## src/rtl/vga_sync_receiver.sv

```systemverilog
// Receive side of the 800x521 VGA stream: recovers pixel coordinates, checks sync timing, locks on and flags valid pixels.
// Optional macro VGA_RX_WINDOW_EN limits valid pixels to a WIN_SIZE square and reports window-relative coordinates.
module vga_sync_receiver #(
  parameter int H_TOTAL  = 800,
  parameter int V_TOTAL  = 521,
  parameter int H_ACTIVE = 640,
  parameter int V_ACTIVE = 480,
  parameter int WIN_X0   = 240,
  parameter int WIN_Y0   = 141,
  parameter int WIN_SIZE = 256
) (
  input  logic       Clock,
  input  logic       Reset,
  input  logic       iPixelEnable,
  input  logic       iHsync,
  input  logic       iVsync,
  input  logic [2:0] iRGB,
  output logic [2:0] oRGB,
  output logic [9:0] oHcounter,
  output logic [9:0] oVcounter,
  output logic       oPixelValid,
  output logic       oFrameStart,
  output logic       oLocked,
  output logic       oSyncError,
  output logic [7:0] oErrorCount
);

  localparam logic [9:0] H_LAST = 10'(H_TOTAL - 1);
  localparam logic [9:0] V_LAST = 10'(V_TOTAL - 1);
  localparam logic [9:0] H_ACT  = 10'(H_ACTIVE);
  localparam logic [9:0] V_ACT  = 10'(V_ACTIVE);

  typedef enum logic [1:0] {SEARCH, VERIFY, LOCKED} state_t;

  state_t     state, stateNext;
  logic       hsPrev, vsPrev;
  logic [9:0] hCount, vCount, hNext, vNext;
  logic       hRise, vRise;
  logic       lineErr, frameErr, strayVErr, violation;
  logic       validNext, frameStartNext;
  logic [9:0] hOut, vOut;

`ifdef VGA_RX_WINDOW_EN
  localparam logic [9:0] WX0 = 10'(WIN_X0);
  localparam logic [9:0] WY0 = 10'(WIN_Y0);
  localparam logic [9:0] WXE = 10'(WIN_X0 + WIN_SIZE);
  localparam logic [9:0] WYE = 10'(WIN_Y0 + WIN_SIZE);
`else
  logic unusedWinParams;
  assign unusedWinParams = ^{10'(WIN_X0), 10'(WIN_Y0), 10'(WIN_SIZE)};
`endif

  assign oLocked = (state == LOCKED);

  always_comb begin
    hRise     = iHsync & ~hsPrev;
    vRise     = iVsync & ~vsPrev;
    hNext     = hRise ? 10'd0 : ((hCount == 10'h3FF) ? hCount : hCount + 10'd1);
    vNext     = vCount;
    if (hRise) begin
      vNext = vRise ? 10'd0 : ((vCount == 10'h3FF) ? vCount : vCount + 10'd1);
    end
    // Timing is only policed once we have seen a frame start; SEARCH just waits.
    lineErr   = hRise != (hCount == H_LAST);
    frameErr  = hRise & (vRise != (vCount == V_LAST));
    strayVErr = vRise & ~hRise;
    violation = iPixelEnable & (state != SEARCH) & (lineErr | frameErr | strayVErr);

    stateNext = state;
    if (iPixelEnable) begin
      case (state)
        SEARCH:  if (hRise && vRise) stateNext = VERIFY;
        VERIFY:  if (violation) stateNext = SEARCH;
                 else if (vRise) stateNext = LOCKED;
        LOCKED:  if (violation) stateNext = SEARCH;
        default: stateNext = SEARCH;
      endcase
    end

    // Output flags use the post-sample state, so a violating sample is never valid.
`ifdef VGA_RX_WINDOW_EN
    validNext      = (stateNext == LOCKED) && (hNext < H_ACT) && (vNext < V_ACT) &&
                     (hNext >= WX0) && (hNext < WXE) && (vNext >= WY0) && (vNext < WYE);
    hOut           = validNext ? hNext - WX0 : 10'd0;
    vOut           = validNext ? vNext - WY0 : 10'd0;
    frameStartNext = validNext && (hNext == WX0) && (vNext == WY0);
`else
    validNext      = (stateNext == LOCKED) && (hNext < H_ACT) && (vNext < V_ACT);
    hOut           = hNext;
    vOut           = vNext;
    frameStartNext = (stateNext == LOCKED) && (hNext == 10'd0) && (vNext == 10'd0);
`endif
  end

  always_ff @(posedge Clock) begin
    if (Reset) begin
      state       <= SEARCH;
      hsPrev      <= 1'b1;
      vsPrev      <= 1'b1;
      hCount      <= '0;
      vCount      <= '0;
      oRGB        <= '0;
      oHcounter   <= '0;
      oVcounter   <= '0;
      oPixelValid <= 1'b0;
      oFrameStart <= 1'b0;
      oSyncError  <= 1'b0;
      oErrorCount <= '0;
    end else begin
      state       <= stateNext;
      oSyncError  <= violation;
      oFrameStart <= 1'b0;
      if (violation && oErrorCount != 8'hFF) begin
        oErrorCount <= oErrorCount + 8'd1;
      end
      if (iPixelEnable) begin
        hsPrev      <= iHsync;
        vsPrev      <= iVsync;
        hCount      <= hNext;
        vCount      <= vNext;
        oRGB        <= iRGB;
        oHcounter   <= hOut;
        oVcounter   <= vOut;
        oPixelValid <= validNext;
        oFrameStart <= frameStartNext;
      end
    end
  end

endmodule

```

## config.mk

```make
export PLATFORM = sky130hd
export DESIGN_NAME = vga_sync_receiver
export DESIGN_NICKNAME = d
export VERILOG_FILES = /design/src/rtl/vga_sync_receiver.sv
export SDC_FILE = /design/constraint.sdc
export NUM_CORES = 1
export LEC_CHECK = 0
export ABC_AREA = 1
export CAP_MARGIN = 0
export CORE_AREA = 2 2 72 74
export CTS_CLUSTER_DIAMETER = 80
export DETAILED_ROUTE_END_ITERATION = 8
export DIE_AREA = 0 0 74 76
export GPL_TIMING_DRIVEN = 0
export PLACE_DENSITY = 0.84
export SETUP_SLACK_MARGIN = 0.3
export SYNTH_ARGS = -nofsm -noshare
export SYNTH_HDL_FRONTEND = slang
export SYNTH_SLANG_ARGS = --single-unit
```

## constraint.sdc

```tcl
create_clock -name Clock -period 4 [get_ports Clock]
set_input_delay 1.2 -clock Clock [delete_from_list [all_inputs] [get_ports Clock]]
set_output_delay 1.2 -clock Clock [all_outputs]
set_load 0.05 [all_outputs]
```

**After elaboration in Yosys (flattened, before gate mapping)**

Index checks and enable logic that the tools add are counted.

- Add/sub/neg operators: 3
- $mul: 0
- Div/mod/pow operators: 0
- Magnitude comparators: 2
- Equal/unequal tests: 10
- Shift-type cells: 0
- Multiplexer cells: 11
- Bitwise logic cells: 12
- Reduce and logical (&&, ||, !) cells: 11

Operator list:

| kind | count |
|---|---|
| 10-bit two-way mux | 5 |
| 10-bit equality test, second input constant | 4 |
| 10-bit by 1-bit adder with 10-bit output, second input constant | 2 |
| 10-bit zero test | 2 |
| 10-bit < comparator, second input constant | 1 |
| 10-bit by 9-bit < comparator with 1-bit output, second input constant | 1 |
| 2-bit two-way mux | 5 |
| 8-bit by 1-bit adder with 8-bit output, second input constant | 1 |
| 8-bit inequality test, second input constant | 1 |
| 1-bit AND | 6 |
| 1-bit logical AND | 6 |
| 2-bit case mux with 3 select lines | 1 |
| 2-bit equality test, second input constant | 2 |
| 1-bit inverter | 4 |
| 2-bit by 1-bit equality test with 1-bit output, second input constant | 1 |
| 2-bit zero test | 1 |
| 1-bit inequality test | 2 |
| 1-bit OR | 2 |
| 2-bit nonzero test | 1 |
| 2-bit OR reduction | 1 |

- Bits in registers: 38
- Latch bits: 0
- Memory bits (writable): 0
- ROM bits: 0
- Bits of input ports: 8
- Output and inout bits: 35
- Word-level logic and storage cells: 59
- Memories kept: 0

**Logic depth before layout (Yosys ltp)**

- Depth in word-level cells: 13
- Depth in mapped cells: 15
- Depth with buffers taken out: 15

**Worst setup path before layout**

No wires, ideal clock.

- Path kind: in2reg
- Start: input port iHsync
- End: register oErrorCount[7]
- Library setup time: 0.115 ns
- Arrival time: 2.356 ns
- Data required time: 3.885 ns
- Path slack: 1.528 ns
- Stages on the path: 13
- Buffers on the path: 0
- Path through: inv_1 nor2_2 inv_2 nand2_1 nand2_1 nand3_2 nand3_4 nor2_4 nand2_2 nor2_4 nand3_1 nand2_1 nor2_1

- Cells in the longest elaborated chain, start to end: 6
- Elaborated cells between the ends (all ways): 9
- Those cells by class: 1 x eq/ne; 7 x bitwise; 1 x reduce/logical

RTL lines:

| element | line | text |
|---|---|---|
| start: declaration | 15 | `input logic iHsync,` |
| 1-bit AND (*) | 56 | `hRise = iHsync & ~hsPrev;` |
| 1-bit inequality test, or another cell as far along | 64 | `lineErr = hRise != (hCount == H_LAST);` |
| 1-bit OR or 1-bit AND (tied branches) | 67, 66 |  |
| 1-bit OR (*) | 67 | `violation = iPixelEnable & (state != SEARCH) & (lineErr \| frameErr \| strayVErr);` |
| 1-bit AND (*) | 67 |  |
| 1-bit logical AND (*) | 113 | `if (violation && oErrorCount != 8'hFF) begin` |
| end signal: assignment | 114 | `oErrorCount <= oErrorCount + 8'd1;` |
| end: declaration | 25 | `output logic [7:0] oErrorCount` |

Every way passes the cells marked *; elsewhere a longest branch is shown, timed or not.
A chain may end at the register's enable or synchronous reset.

**Final worst setup path**

- Start: input port iHsync
- End: register oFrameStart

- Cells in the longest elaborated chain, start to end: 11
- Elaborated cells between the ends (all ways): 21
- Those cells by class: 2 x eq/ne; 7 x mux; 7 x bitwise; 5 x reduce/logical

RTL lines:

| element | line | text |
|---|---|---|
| 1-bit AND (*) | 56 |  |
| 1-bit inequality test, or another cell as far along | 64 |  |
| 1-bit OR or 1-bit AND (tied branches) | 67, 66 |  |
| 1-bit OR | 67 |  |
| 1-bit AND | 67 |  |
| 2-bit two-way mux, on equally long branches | 75, 73 |  |
| 2-bit case mux with 3 select lines | 71 | `case (state)` |
| 2-bit two-way mux | 70 | `if (iPixelEnable) begin` |
| 2-bit equality test | 91 | `frameStartNext = (stateNext == LOCKED) && (hNext == 10'd0) && (vNext == 10'd0);` |
| 1-bit logical AND | 91 |  |
| 1-bit logical AND (*) | 91 |  |
| end signal: assignment | 125 | `oFrameStart <= frameStartNext;` |
| end: declaration | 22 | `output logic oFrameStart,` |

Marks and branches as above.

==> impl_metrics.env <==
export IMPL_number_of_antenna_violations_at_the_first_check_in_global_routing=0
export IMPL_number_of_synthesized_flops_with_an_enable_pin=0
export IMPL_place_hpwl_mm=4.65
export IMPL_wire_per_inst_um=13.0
export IMPL_cts_htree_levels=2
export IMPL_worst_setup_path_start_kind="primary input"
export IMPL_timing_critical_path_arrival_ps=3210
export IMPL_clock_latency_ps=300
export IMPL_share_of_yosys_cell_area_claimed_by_the_top_area_cell_type=0.324
export IMPL_final_fill_count=445
export IMPL_vias=2546
export IMPL_floorplan_initialDensity=0.478
export IMPL_holdCritStartpoint="oPixelValid"
export IMPL_ys_dominant_reg_cell="sky130_fd_sc_hd__dfxtp_1"
export IMPL_drt_initial_drc_count=190
export IMPL_drt_vias_per_instance=5.29
export IMPL_top_level_ports=43
export IMPL_clock_root_buffer="sky130_fd_sc_hd__clkbuf_8"
export IMPL_seq_area_frac_synth=0.324
export IMPL_finalSetupViolations=0
export IMPL_cts_repair_resized=0
export IMPL_gr_total_overflow=0
export IMPL_areaGrowthSynthToFinish_pct=27.5
export IMPL_critPathRequiredTime_ps=4230
export IMPL_dpl_cell_count=473
export IMPL_fp_dieArea_mm2=0.00562
export IMPL_synth_cells=361
export IMPL_netlist_cell_type_count=33
export IMPL_synth_seq_cells=38
export IMPL_drt_antenna_violating_nets=0
export IMPL_avgSynthCellArea_um2=6.51
export IMPL_fin_worst_skew_ps=9.33
export IMPL_critPathCaptureType="flip-flop"
export IMPL_ys_warn_count=0
export IMPL_layout_worst_path_cycle_share=0.745
export IMPL_cts_tree="yes"
export IMPL_core_rowCount=26
export IMPL_totalNegativeSetupSlack_ps=0
export IMPL_die_w_um=74
export IMPL_total_power_mw=1.02
export IMPL_grt_start_max_net_pins=14
export IMPL_groute_usage_overall=0.235
export IMPL_cts_clk_slew_worst_paths_ps=80
export IMPL_cts_path_max_buffers=2
export IMPL_numPortBuffers=42
export IMPL_status="completed"
export IMPL_final_period_minus_worst_setup_slack_ps=2980
export IMPL_globalplace_congestion=0.893
export IMPL_final_cell_count_without_fillers=481
export IMPL_die_height_um=76
export IMPL_grt_pass1_wl_mm=10.6
export IMPL_report_final_hold_viol_count=0
export IMPL_holdBufCountCts=0
export IMPL_critical_path_peak_fanout=10
export IMPL_fp_coreArea_mm2=0.00491
export IMPL_timing_slew_headroom=0.643
export IMPL_fraction_of_final_layout_cells_with_drive_strength_greater_than_1=0.0900
export IMPL_final_max_slew_viol_count=0
export IMPL_vdd_drop_max_v=0.000254
export IMPL_slew_at_the_pin_closest_to_its_max_slew_limit_ps=530
export IMPL_synth_top_cells_by_area="sky130_fd_sc_hd__dfxtp_1 (32%), sky130_fd_sc_hd__nand2_1 (12%), sky130_fd_sc_hd__nand3_1 (7.2%), sky130_fd_sc_hd__o21ai_0 (7.2%), sky130_fd_sc_hd__inv_1 (6.9%)"
export IMPL_drc_errors=0
export IMPL_insertedDiodeCount=0
export IMPL_power_per_cell_area_mw_per_mm2=341
export IMPL_mappedNetlistArea_mm2=0.00235
export IMPL_synth_net_count=373
export IMPL_max_cap_violations=0
export IMPL_synth_area_leader_cell="sky130_fd_sc_hd__dfxtp_1"
export IMPL_cts_inserted_buffers=5
export IMPL_rsz0062_at_grt="no"
export IMPL_cts_sinks=38
export IMPL_post_cts_setup_buffers=0
export IMPL_fin_nets=422
export IMPL_hold_class="flip-flop to flip-flop"
export IMPL_via_count_of_the_first_global_routing_pass=2413
export IMPL_crit_type="primary input to flip-flop"
export IMPL_max_clock_freq_mhz=336
export IMPL_postSynth_asyncResetShare=0
export IMPL_drt_first_pass_iters=4
export IMPL_p_leak_nw=1.26
export IMPL_ff_to_ff_start="hCount[1]"
export IMPL_totalWireLength_mm=6.26
export IMPL_critPathLaunch="iHsync"
-- cells in the mapped netlist, types with 4 or more instances --
cell type / n
sky130_fd_sc_hd__clkbuf_1: 9
sky130_fd_sc_hd__inv_2: 6
sky130_fd_sc_hd__nor2_4: 5
sky130_fd_sc_hd__o21ai_0: 34
sky130_fd_sc_hd__dfxtp_1: 38
sky130_fd_sc_hd__xor2_1: 5
sky130_fd_sc_hd__nor3_1: 4
sky130_fd_sc_hd__nand4_1: 5
sky130_fd_sc_hd__nor2_1: 35
sky130_fd_sc_hd__ha_1: 4
sky130_fd_sc_hd__a21oi_1: 28
sky130_fd_sc_hd__nand2_1: 75
sky130_fd_sc_hd__inv_1: 43
sky130_fd_sc_hd__nor2_2: 5
sky130_fd_sc_hd__nand3_1: 34
sky130_fd_sc_hd__nand2_2: 4
-- layer usage --
layer  vias up  routed length (um)  track usage
met3        10                 392       0.0410
met2        87                3130        0.399
met5         -                   0            0
met4         0                 108       0.0818
met1      1172                2630        0.292
li1       1277                   -            -
-- kinds of logic after synthesis --
family / count (synthesis) / synth area share
buffers and inverters: 60 / 0.0964
adders and majority gates: 4 / 0.0213
DFF: 38 / 0.324
xor gates and xnor gates: 5 / 0.0186
and+or+nand+nor: 180 / 0.372
AOI/OAI and AO/OA: 74 / 0.168
-- state kept, by name, indices dropped and copies added (netlist names) --
name,flops
vCount,10
vsPrev,1
hCount,10
oFrameStart,1
oSyncError,1
hsPrev,1
oErrorCount,8
oRGB,3
state,2
oPixelValid,1
-- metrics by stage --
stage / area, um^2 / util / worst slack [ps] / hold WS, ps
6_report: 3000 / 0.610 / 1020 / 485
5_1_grt: 3000 / 0.610 / 869 / 517
4_1_cts: 3000 / 0.610 / 1080 / 485
3_5_place_dp: 2860 / 0.582 / 782 / 473
3_3_place_gp: 2860 / 0.582 / 774 / 457
2_1_floorplan: 2350 / - / 1530 / 447
-- cell type report --
cell class	instances	area, um^2	share of cell area
buffer	10	38.8	0.0129
clock buffer	5	68.8	0.0230
clock inverter	3	68.8	0.0230
inverter	50	188	0.0627
multi-input combinational	263	1360	0.455
sequential	38	761	0.254
tap	70	87.6	0.0292
timing repair buffer	42	420	0.140
-- placed cells by master, fill, tap and decap left out, types with 2 or more instances in the layout --
master,instances
sky130_fd_sc_hd__nand2_1,75
sky130_fd_sc_hd__inv_1,43
sky130_fd_sc_hd__clkdlybuf4s50_1,42
sky130_fd_sc_hd__dfxtp_1,38
sky130_fd_sc_hd__nor2_1,35
sky130_fd_sc_hd__nand3_1,34
sky130_fd_sc_hd__o21ai_0,34
sky130_fd_sc_hd__a21oi_1,28
sky130_fd_sc_hd__clkbuf_1,9
sky130_fd_sc_hd__inv_2,6
sky130_fd_sc_hd__nor2_2,5
sky130_fd_sc_hd__nor2_4,5
sky130_fd_sc_hd__nand4_1,5
sky130_fd_sc_hd__xor2_1,5
sky130_fd_sc_hd__clkbuf_8,5
sky130_fd_sc_hd__nand2_2,4
sky130_fd_sc_hd__nor3_1,4
sky130_fd_sc_hd__ha_1,4
sky130_fd_sc_hd__nand3_2,3
sky130_fd_sc_hd__o21ai_1,3
sky130_fd_sc_hd__nand3b_1,3
sky130_fd_sc_hd__o211ai_1,3
sky130_fd_sc_hd__nand3_4,2
sky130_fd_sc_hd__nor3_2,2
sky130_fd_sc_hd__bufinv_16,2
-- where the power goes --
part / internal (mW) / leakage, nW / switching [mW] / total (mW)
logic: 0.0659 / 0.884 / 0.135 / 0.201
registers: 0.395 / 0.312 / 0.0228 / 0.418
clock network: 0.250 / 0.0683 / 0.153 / 0.403
total: 0.711 / 1.26 / 0.311 / 1.02
-- worst max-delay path, cell delays in order --
cell and delay (ps):
sky130_fd_sc_hd__clkdlybuf4s50_1 450, sky130_fd_sc_hd__inv_1 50, sky130_fd_sc_hd__nor2_2 340, sky130_fd_sc_hd__inv_2 170, sky130_fd_sc_hd__clkbuf_1 260, sky130_fd_sc_hd__o21ai_0 230
sky130_fd_sc_hd__nand4_1 150, sky130_fd_sc_hd__nor3_1 180, sky130_fd_sc_hd__nand2_1 80, sky130_fd_sc_hd__nor2_1 100
-- final timing paths --
| path | endpoint | slack (ps) | cells after the start |
|---|---|---|---|
| hold / removal | oPixelValid | 480 | 2 |
| setup / recovery | oFrameStart | 1020 | 10 |
| hold reg to reg | oPixelValid | 480 | 2 |
| setup reg to reg | oErrorCount[7] | 1910 | 14 |
(Power assumes the default switching activity.)
